$ cat src/rtl/sar_ctrl_pkg.sv
// Shared types and width helpers for the multi-channel SAR controller.
package sar_ctrl_pkg;

    typedef enum logic [1:0] {
        ST_IDLE    = 2'd0,
        ST_SAMPLE  = 2'd1,
        ST_CONVERT = 2'd2,
        ST_DONE    = 2'd3
    } sar_state_t;

    // Mux-select width; a single channel still needs a 1-bit port.
    function automatic int ch_width(input int num_channels);
        return (num_channels > 1) ? $clog2(num_channels) : 1;
    endfunction

    // Counter width able to hold 0..n-1; never narrower than one bit.
    function automatic int cnt_width(input int n);
        return (n > 1) ? $clog2(n) : 1;
    endfunction

endpackage

$ cat src/rtl/sar_trial_engine.sv
// Successive-approximation register: PRECISION MSB-first trials of BIT_CYCLES each,
// cmp decided on the last cycle of every trial.
module sar_trial_engine
    import sar_ctrl_pkg::*;
#(
    parameter int PRECISION  = 10,
    parameter int BIT_CYCLES = 1
) (
    input  logic                 clk,
    input  logic                 rst,
    input  logic                 go,
    input  logic                 cmp,
    output logic [PRECISION-1:0] dac_code,
    output logic [PRECISION-1:0] result,
    output logic                 done
);

    localparam int IW = cnt_width(PRECISION);
    localparam int TW = cnt_width(BIT_CYCLES);
    localparam logic [TW-1:0] T_LAST = TW'(BIT_CYCLES - 1);
    localparam logic [IW-1:0] I_TOP  = IW'(PRECISION - 1);

    logic [PRECISION-1:0] sar_reg;
    logic [IW-1:0]        idx_reg;
    logic [TW-1:0]        timer_reg;
    logic                 active_reg;
    logic [PRECISION-1:0] decided;
    logic                 decide;

    // Current code with the bit under trial replaced by the comparator verdict.
    generate
        for (genvar gi = 0; gi < PRECISION; gi++) begin : g_decide
            assign decided[gi] = (IW'(gi) == idx_reg) ? cmp : sar_reg[gi];
        end
    endgenerate

    assign decide   = active_reg && (timer_reg == T_LAST);
    assign done     = decide && (idx_reg == '0);
    assign result   = decided;
    assign dac_code = sar_reg;

    always_ff @(posedge clk) begin
        if (rst) begin
            sar_reg    <= '0;
            idx_reg    <= '0;
            timer_reg  <= '0;
            active_reg <= 1'b0;
        end else if (go) begin
            sar_reg    <= {1'b1, {(PRECISION-1){1'b0}}};
            idx_reg    <= I_TOP;
            timer_reg  <= '0;
            active_reg <= 1'b1;
        end else if (active_reg) begin
            if (decide) begin
                timer_reg <= '0;
                if (idx_reg == '0) begin
                    // Park the DAC at zero once the last bit is resolved.
                    active_reg <= 1'b0;
                    sar_reg    <= '0;
                end else begin
                    sar_reg <= decided | (PRECISION'(1) << (idx_reg - IW'(1)));
                    idx_reg <= idx_reg - IW'(1);
                end
            end else begin
                timer_reg <= timer_reg + TW'(1);
            end
        end
    end

endmodule

$ cat src/rtl/sar_multichannel_controller.sv
// SAR ADC controller: sample/hold timing, SAR sequencing, round-robin channels.
// Optional build macro SAR_OVERSAMPLE_EN averages 2^OSR_LOG2 conversions per channel slot.
module sar_multichannel_controller
    import sar_ctrl_pkg::*;
#(
    parameter int PRECISION     = 10,
    parameter int NUM_CHANNELS  = 4,
    parameter int SAMPLE_CYCLES = 2,
    parameter int BIT_CYCLES    = 1,
    parameter int OSR_LOG2      = 2
) (
    input  logic                                clk,
    input  logic                                rst,
    input  logic                                start,
    input  logic                                cont,
    input  logic                                cmp,
    output logic                                sample,
    output logic [ch_width(NUM_CHANNELS)-1:0]   ch_sel,
    output logic [PRECISION-1:0]                dac_code,
    output logic                                busy,
    output logic [PRECISION-1:0]                data_out,
    output logic [ch_width(NUM_CHANNELS)-1:0]   data_ch,
    output logic                                data_valid
);

    localparam int CH_W = ch_width(NUM_CHANNELS);
    localparam int SW   = cnt_width(SAMPLE_CYCLES);
    localparam logic [SW-1:0]   S_LAST  = SW'(SAMPLE_CYCLES - 1);
    localparam logic [CH_W-1:0] CH_LAST = CH_W'(NUM_CHANNELS - 1);

    sar_state_t           state_reg;
    logic [SW-1:0]        sample_cnt_reg;
    logic [CH_W-1:0]      ch_ptr_reg;
    logic [CH_W-1:0]      ch_next;
    logic                 go;
    logic                 trial_done;
    logic [PRECISION-1:0] trial_code;

    // The engine loads its first trial on the final sample cycle so CONVERT starts at the MSB.
    assign go      = (state_reg == ST_SAMPLE) && (sample_cnt_reg == S_LAST);
    assign ch_next = (ch_ptr_reg == CH_LAST) ? '0 : ch_ptr_reg + CH_W'(1);

`ifdef SAR_OVERSAMPLE_EN
    localparam int AW = PRECISION + OSR_LOG2;
    localparam int OW = (OSR_LOG2 > 0) ? OSR_LOG2 : 1;
    localparam logic [OW-1:0] OSR_LAST = OW'((1 << OSR_LOG2) - 1);

    logic [AW-1:0] acc_reg;
    logic [AW-1:0] acc_sum;
    logic [OW-1:0] osr_cnt_reg;

    assign acc_sum = acc_reg + AW'(trial_code);
`endif

    sar_trial_engine #(
        .PRECISION  (PRECISION),
        .BIT_CYCLES (BIT_CYCLES)
    ) u_engine (
        .clk      (clk),
        .rst      (rst),
        .go       (go),
        .cmp      (cmp),
        .dac_code (dac_code),
        .result   (trial_code),
        .done     (trial_done)
    );

    always_ff @(posedge clk) begin
        if (rst) begin
            state_reg      <= ST_IDLE;
            sample_cnt_reg <= '0;
            ch_ptr_reg     <= '0;
            sample         <= 1'b0;
            ch_sel         <= '0;
            busy           <= 1'b0;
            data_out       <= '0;
            data_ch        <= '0;
            data_valid     <= 1'b0;
`ifdef SAR_OVERSAMPLE_EN
            acc_reg        <= '0;
            osr_cnt_reg    <= '0;
`endif
        end else begin
            data_valid <= 1'b0;
            case (state_reg)
                ST_IDLE: begin
                    if (start) begin
                        state_reg      <= ST_SAMPLE;
                        sample         <= 1'b1;
                        busy           <= 1'b1;
                        ch_sel         <= ch_ptr_reg;
                        sample_cnt_reg <= '0;
                    end
                end
                ST_SAMPLE: begin
                    if (sample_cnt_reg == S_LAST) begin
                        state_reg <= ST_CONVERT;
                        sample    <= 1'b0;
                    end else begin
                        sample_cnt_reg <= sample_cnt_reg + SW'(1);
                    end
                end
                ST_CONVERT: begin
                    if (trial_done) begin
`ifdef SAR_OVERSAMPLE_EN
                        if (osr_cnt_reg == OSR_LAST) begin
                            state_reg   <= ST_DONE;
                            data_out    <= acc_sum[AW-1:OSR_LOG2];
                            data_ch     <= ch_sel;
                            data_valid  <= 1'b1;
                            ch_ptr_reg  <= ch_next;
                            acc_reg     <= '0;
                            osr_cnt_reg <= '0;
                        end else begin
                            // Resample the same channel without passing through DONE.
                            state_reg      <= ST_SAMPLE;
                            sample         <= 1'b1;
                            sample_cnt_reg <= '0;
                            acc_reg        <= acc_sum;
                            osr_cnt_reg    <= osr_cnt_reg + OW'(1);
                        end
`else
                        state_reg  <= ST_DONE;
                        data_out   <= trial_code;
                        data_ch    <= ch_sel;
                        data_valid <= 1'b1;
                        ch_ptr_reg <= ch_next;
`endif
                    end
                end
                ST_DONE: begin
                    if (cont) begin
                        state_reg      <= ST_SAMPLE;
                        sample         <= 1'b1;
                        ch_sel         <= ch_ptr_reg;
                        sample_cnt_reg <= '0;
                    end else begin
                        state_reg <= ST_IDLE;
                        busy      <= 1'b0;
                    end
                end
                default: state_reg <= ST_IDLE;
            endcase
        end
    end

endmodule

$ cat config.mk
export PLATFORM = sky130hd
export DESIGN_NAME = sar_multichannel_controller
export DESIGN_NICKNAME = d
export VERILOG_FILES = /design/src/rtl/sar_ctrl_pkg.sv /design/src/rtl/sar_trial_engine.sv /design/src/rtl/sar_multichannel_controller.sv
export SDC_FILE = /design/constraint.sdc
export NUM_CORES = 1
export LEC_CHECK = 0
export CAP_MARGIN = 20
export CORE_ASPECT_RATIO = 0.9
export CORE_MARGIN = 4
export CORE_UTILIZATION = 30
export CTS_CLUSTER_DIAMETER = 50
export CTS_CLUSTER_SIZE = 16
export DETAILED_ROUTE_END_ITERATION = 8
export PLACE_DENSITY_LB_ADDON = 0.1
export SYNTH_ARGS = -nofsm -noshare
export SYNTH_HDL_FRONTEND = slang
export SYNTH_SLANG_ARGS = --single-unit
$ cat constraint.sdc
create_clock -name clk -period 6.1 [get_ports clk]
set_input_delay 0.915 -clock clk [delete_from_list [all_inputs] [get_ports clk]]
set_output_delay 0.915 -clock clk [all_outputs]
set_load 0.01 [all_outputs]
# Word-level counts from Yosys, hierarchy flattened
# Cells that the tools add are included.
[totals] reg_bits=38 input_bits=5 out_inout_bits=27 word_cells=107
[op_classes] addsub=4 n_eq_ne=19 shifts=1 muxes=43 bitwise_logic=4 reduce_logical=21
[ops] cell="2-to-1 mux 10 bit" count=4
[ops] cell="2-to-1 mux 1 bit" count=24
[ops] cell="AND reduction 3 bit" count=6
[ops] cell="== test 3 x 4 -> 1 bit (first input constant)" count=4
[ops] cell="2-to-1 mux 4 bit" count=4
[ops] cell="2-to-1 mux 2 bit" count=6
[ops] cell="!= test 2 bit (second input constant)" count=6
[ops] cell="OR 10 bit" count=1
[ops] cell="left shift 1 x 4 -> 10 bit (first input constant)" count=1
[ops] cell="== test 2 x 4 -> 1 bit (first input constant)" count=2
[ops] cell="== test 4 bit (first input constant)" count=2
[ops] cell="one-hot mux 2 bit (4 select lines)" count=1
[ops] cell="== test 2 bit (second input constant)" count=3
[ops] cell="one-hot mux 1 bit (3 select lines)" count=2
[ops] cell="AND reduction 2 bit" count=3
[ops] cell="nonzero test 2 bit" count=3
[ops] cell="== test 1 x 4 -> 1 bit (first input constant)" count=1
[ops] cell="zero test 4 bit" count=1
[ops] cell="one-hot mux 2 bit (2 select lines)" count=1
[ops] cell="AND reduction 4 bit" count=1
[ops] cell="OR reduction 2 bit" count=2
[ops] cell="subtractor 4 x 1 -> 4 bit (second input constant)" count=1
[ops] cell="logical AND 1 bit" count=3
[ops] cell="inverter 1 bit" count=3
[ops] cell="6 further kinds" count=7

# Logic depth before layout (Yosys ltp)
[logic_depth] word_depth=7 mapped_depth=9 mapped_depth_nobuf=6

# Modules after synthesis
# From an unflattened synthesis, not the netlist that was laid out.
[unflattened] cells_unflattened=242 area_unflattened_um2=2088.3
[by_module_without_submodules] module="sar_trial_engine" instances=1 cells_per_inst=126 area_each_um2=1099.8 seq_area_each_um2=320.3
[by_module_without_submodules] module="sar_multichannel_controller" instances=1 cells_per_inst=116 area_each_um2=988.4 seq_area_each_um2=440.4

# Least setup slack after synthesis
# Ideal clock, no wire load.
[synth_path] path_type="register to register" start="register u_engine.idx_reg[0]" end="register data_out[4]" arrival_ns=2.085 required_time_ns=5.968 path_slack_ns=3.884 path_stages_with_launch=10 path_buffers=3 period_less_slack_ns=2.216 cell_sequence="dfxtp_1 inv_1 ha_1 or3b_1 buf_2 or3_1 buf_2 buf_2 a311oi_1 nor3_1"
[synth_between] elab_chain_len=3 word_cells_on_any_way=5 cone_classes="eq/ne: 1; mux: 1; reduce/logical: 3"
[synth_rtl] element="start, declared" line_no="sar_trial_engine.sv:24" rtl="logic [IW-1:0] idx_reg;"
[synth_rtl] element="start signal, assigned" line_no="sar_trial_engine.sv:62" rtl="idx_reg <= idx_reg - IW'(1);"
[synth_rtl] element="zero test 4 bit" line_no="sar_trial_engine.sv:38" rtl="assign done = decide && (idx_reg == '0);"
[synth_rtl] element="logical AND 1 bit" line_no="sar_trial_engine.sv:38"
[synth_rtl] element="AND reduction 2 bit (no line)"
[synth_rtl] element="end signal, assigned" line_no="sar_multichannel_controller.sv:124" rtl="data_out <= trial_code;"
[synth_rtl] element="end, declared" line_no="sar_multichannel_controller.sv:21" rtl="output logic [PRECISION-1:0] data_out,"
# Several ways; a longest one is shown, not always the timed one.
# A chain may end at the register's enable or synchronous reset.

# Worst setup path in the final report
[layout_path] start="register u_engine.idx_reg[1]" end="register ch_ptr_reg[0]"
[layout_between] elab_chain_len=3
[layout_rtl] element="zero test 4 bit" line_no="sar_trial_engine.sv:38"
[layout_rtl] element="logical AND 1 bit" line_no="sar_trial_engine.sv:38"
[layout_rtl] element="AND reduction 2 bit (no line)"
[layout_rtl] element="end signal, assigned" line_no="sar_multichannel_controller.sv:127" rtl="ch_ptr_reg <= ch_next;"
[layout_rtl] element="end, declared" line_no="sar_multichannel_controller.sv:33" rtl="logic [CH_W-1:0] ch_ptr_reg;"
# Every way passes these cells.

==> results.md <==
- Outcome: completed
- Vias in the first global route: roughly 1,600
- GRT overflow: 0
- Wire per inst: 14.1 um
- CTS buffer count: 5
- Post-synthesis adder-cell area fraction: between 8 and 9%
- Die Width: 93.9 um
- Final worst path period share: 42.2%
- Flop and latch count out of synthesis: 38
- Worst-Margin Slew: 0.843 ns
- Routed wire length: 4950 um
- Synth Area in Compound Gates: 20.6%
- Synth-to-Final Area Change: 24.1%
- Clock skew: 0.00296 ns
- Final worst slack: 3.52 ns
- Total chip power: 0.682 mW
- CP Class: reg2reg
- Post-CTS Repair Setup Buffers: 0
- Max VDD drop: 0.106 mV
- GRT Overall Usage: 13.2%
- Fin cells: 352
- Global-route wire length before repair: 8330 um
- Most common cell after layout, fill and taps aside: dfxtp_1
- Warnings from Yosys: 0
- Layout cell share with drive strength beyond 1: 4.91%
- Antenna-violating nets left: 0
- DR iter-0 viols: 94
- Clk root buf: clkbuf_8
- Crit path time final: ~2.6 ns
- Final Hold Viols: 0
- Die Ht: 85.3 um
- HP Class: reg2reg
- GPL Wtd Cong: 0.784
- Relative slew margins: between 40% and 50%
- Layout filler cell count: 669
- Synth async-reset ratio: 0%
- Cell taking the most area after synthesis: dfxtp_1
- Max Fclk: between 300 and 400 MHz
- Commonest non-fill, non-tap cells in the layout: dfxtp_1, clkdlybuf4s50_1, nand2_1
- Fin Setup TNS: 0 ns
- Avg Inst Size Synth: 8.30 um2
- Share of the synthesized area in the top cell type: around two fifths
- Post-CTS Hold Buffers: 0
- DRT Pass-1 Iters: 4
- CP Max Fanout: 15
- Worst Setup Start Kind: flop
- Initial core utilization: 31.7%
- Largest family of logic cells by synthesized area: simple AND/OR/NAND/NOR gates
- Post-Syn Instances: between 200 and 250
- Clock-pin slew on the worst setup and hold paths: 0.08 ns
- Cell area power density: roughly 280 nW/um2
- Via count: roughly 1,800
- Site Rows: 27
- Synth top area cells: dfxtp_1, ha_1, a21oi_1, nand2_1, a311oi_1
- Largest net degree at the start of global routing: 30
- Max Slew Vio Count: 0
- Post-synth net total: 259
- Final HPWL DP: around 3500 um
- Final nets: 283
- Dpl cells: between 300 and 400
- DIE AREA: 8010 um2
- CP Capture Type: flop
- Simple-gate portion of the synthesized area: 23.2%
- Xor/xnor share of the synthesized area: 1.32%
- Seq/Total Area, Yosys: 38.2%
- CTS H-tree depth: 2
- Multiplexer share of the synthesized area: under 10%
- # Max-Cap Violations: 0
- TritonCTS clock tree: done
- Multi-input logic area: 1150 um2
- Leakage power: about 0.85 nW
- Drt drc: 0
- Register area: 761 um2
- Core Region: between 6000 and 7000 um2
- Clock Tree Buf Depth: 2
- Place WS: 3.52 ns
- Most used DFF post-synth: dfxtp_1
- Vias/cell: 5.01
- Post-CTS Resized: 0
- CP required: roughly 6.3 ns
- Diodes inserted: 0
- Initial antenna violation count: 0
- RSZ-0062 raised after global routing: no
- Ports: 32
- Port bufs: 31
- Clk_lat worst skew: roughly 0.30 ns
- Synth cell types: 40
- Setup-failing EPs final: 0
- Final Util: 39.3%
- Clock sinks: 38
- Cell area after synthesis: 1990 um2
- EDFF count, synth: 0
- Critical Path AT: about 2.8 ns
final timing paths:
kind	slack (ns)	endpoint	start	cells after the start
worst min-delay path	0.46	data_ch[0]	data_ch[0]	2
worst max register to register	3.52	ch_ptr_reg[0]	u_engine.idx_reg[1]	6
worst max-delay path	3.52	ch_ptr_reg[0]	u_engine.idx_reg[1]	6
worst min register to register	0.46	data_ch[0]	data_ch[0]	2
metrics by stage:
step	cell area, um2	hold slack (ns)
after floorplan	1990	0.430
after global placement	2360	0.450
after detailed placement	2360	0.453
after CTS	2470	0.464
after global routing	2470	0.487
final	2470	0.457
cells in the mapped netlist, types with 6 or more instances:
cell / count
a21oi_1: 21
a311oi_1: 10
clkbuf_1: 10
dfxtp_1: 38
ha_1: 14
inv_1: 6
nand2_1: 27
nand2b_1: 7
nor2_1: 22
nor2b_1: 6
nor3_1: 11
o21ai_0: 12
power breakdown:
group / leakage, nW / internal (mW) / total (mW) / switching (mW)
clock: 0.0504 / 0.122 / 0.221 / 0.0992
sequential: 0.307 / 0.265 / 0.286 / 0.0206
combinational: 0.491 / 0.0758 / 0.176 / 0.100
metal layers:
layer	GRT usage, %	vias to the layer above	share of wire, %
li1	-	899	-
met1	19.1	805	49
met2	17.7	48	41
met3	3.55	12	7.3
met4	6.04	0	2.5
met5	0	-	0
area by class of cell:
cell class                      count  share of cell area [%]
Clock inverter                      3                    1.82
Sequential cell                    38                    30.8
Timing Repair Buffer               32                    12.9
Inverter                            6                   0.911
Tap cell                           87                    4.41
Clock buffer                        5                    2.78
Multi-Input combinational cell    181                    46.4
cell families (layout without fill, tap and decap cells):
logic type | Yosys count | in the layout
xor gates and xnor gates | 3 | 3
and+or+nand+nor | 94 | 94
buffers and inverters | 21 | 46
adders and majority gates | 14 | 14
muxes | 7 | 7
AOI/OAI and AO/OA | 63 | 63
DFF | 38 | 38
worst max-delay path, cell delays in order, from the launching register on:
cell     delay (ns)
dfxtp_1        0.40
inv_1          0.16
ha_1           0.34
or3b_1         0.52
or3_1          0.58
or3_1          0.39
a21oi_1        0.12
Note: power is estimated with default switching activity, not from simulation.
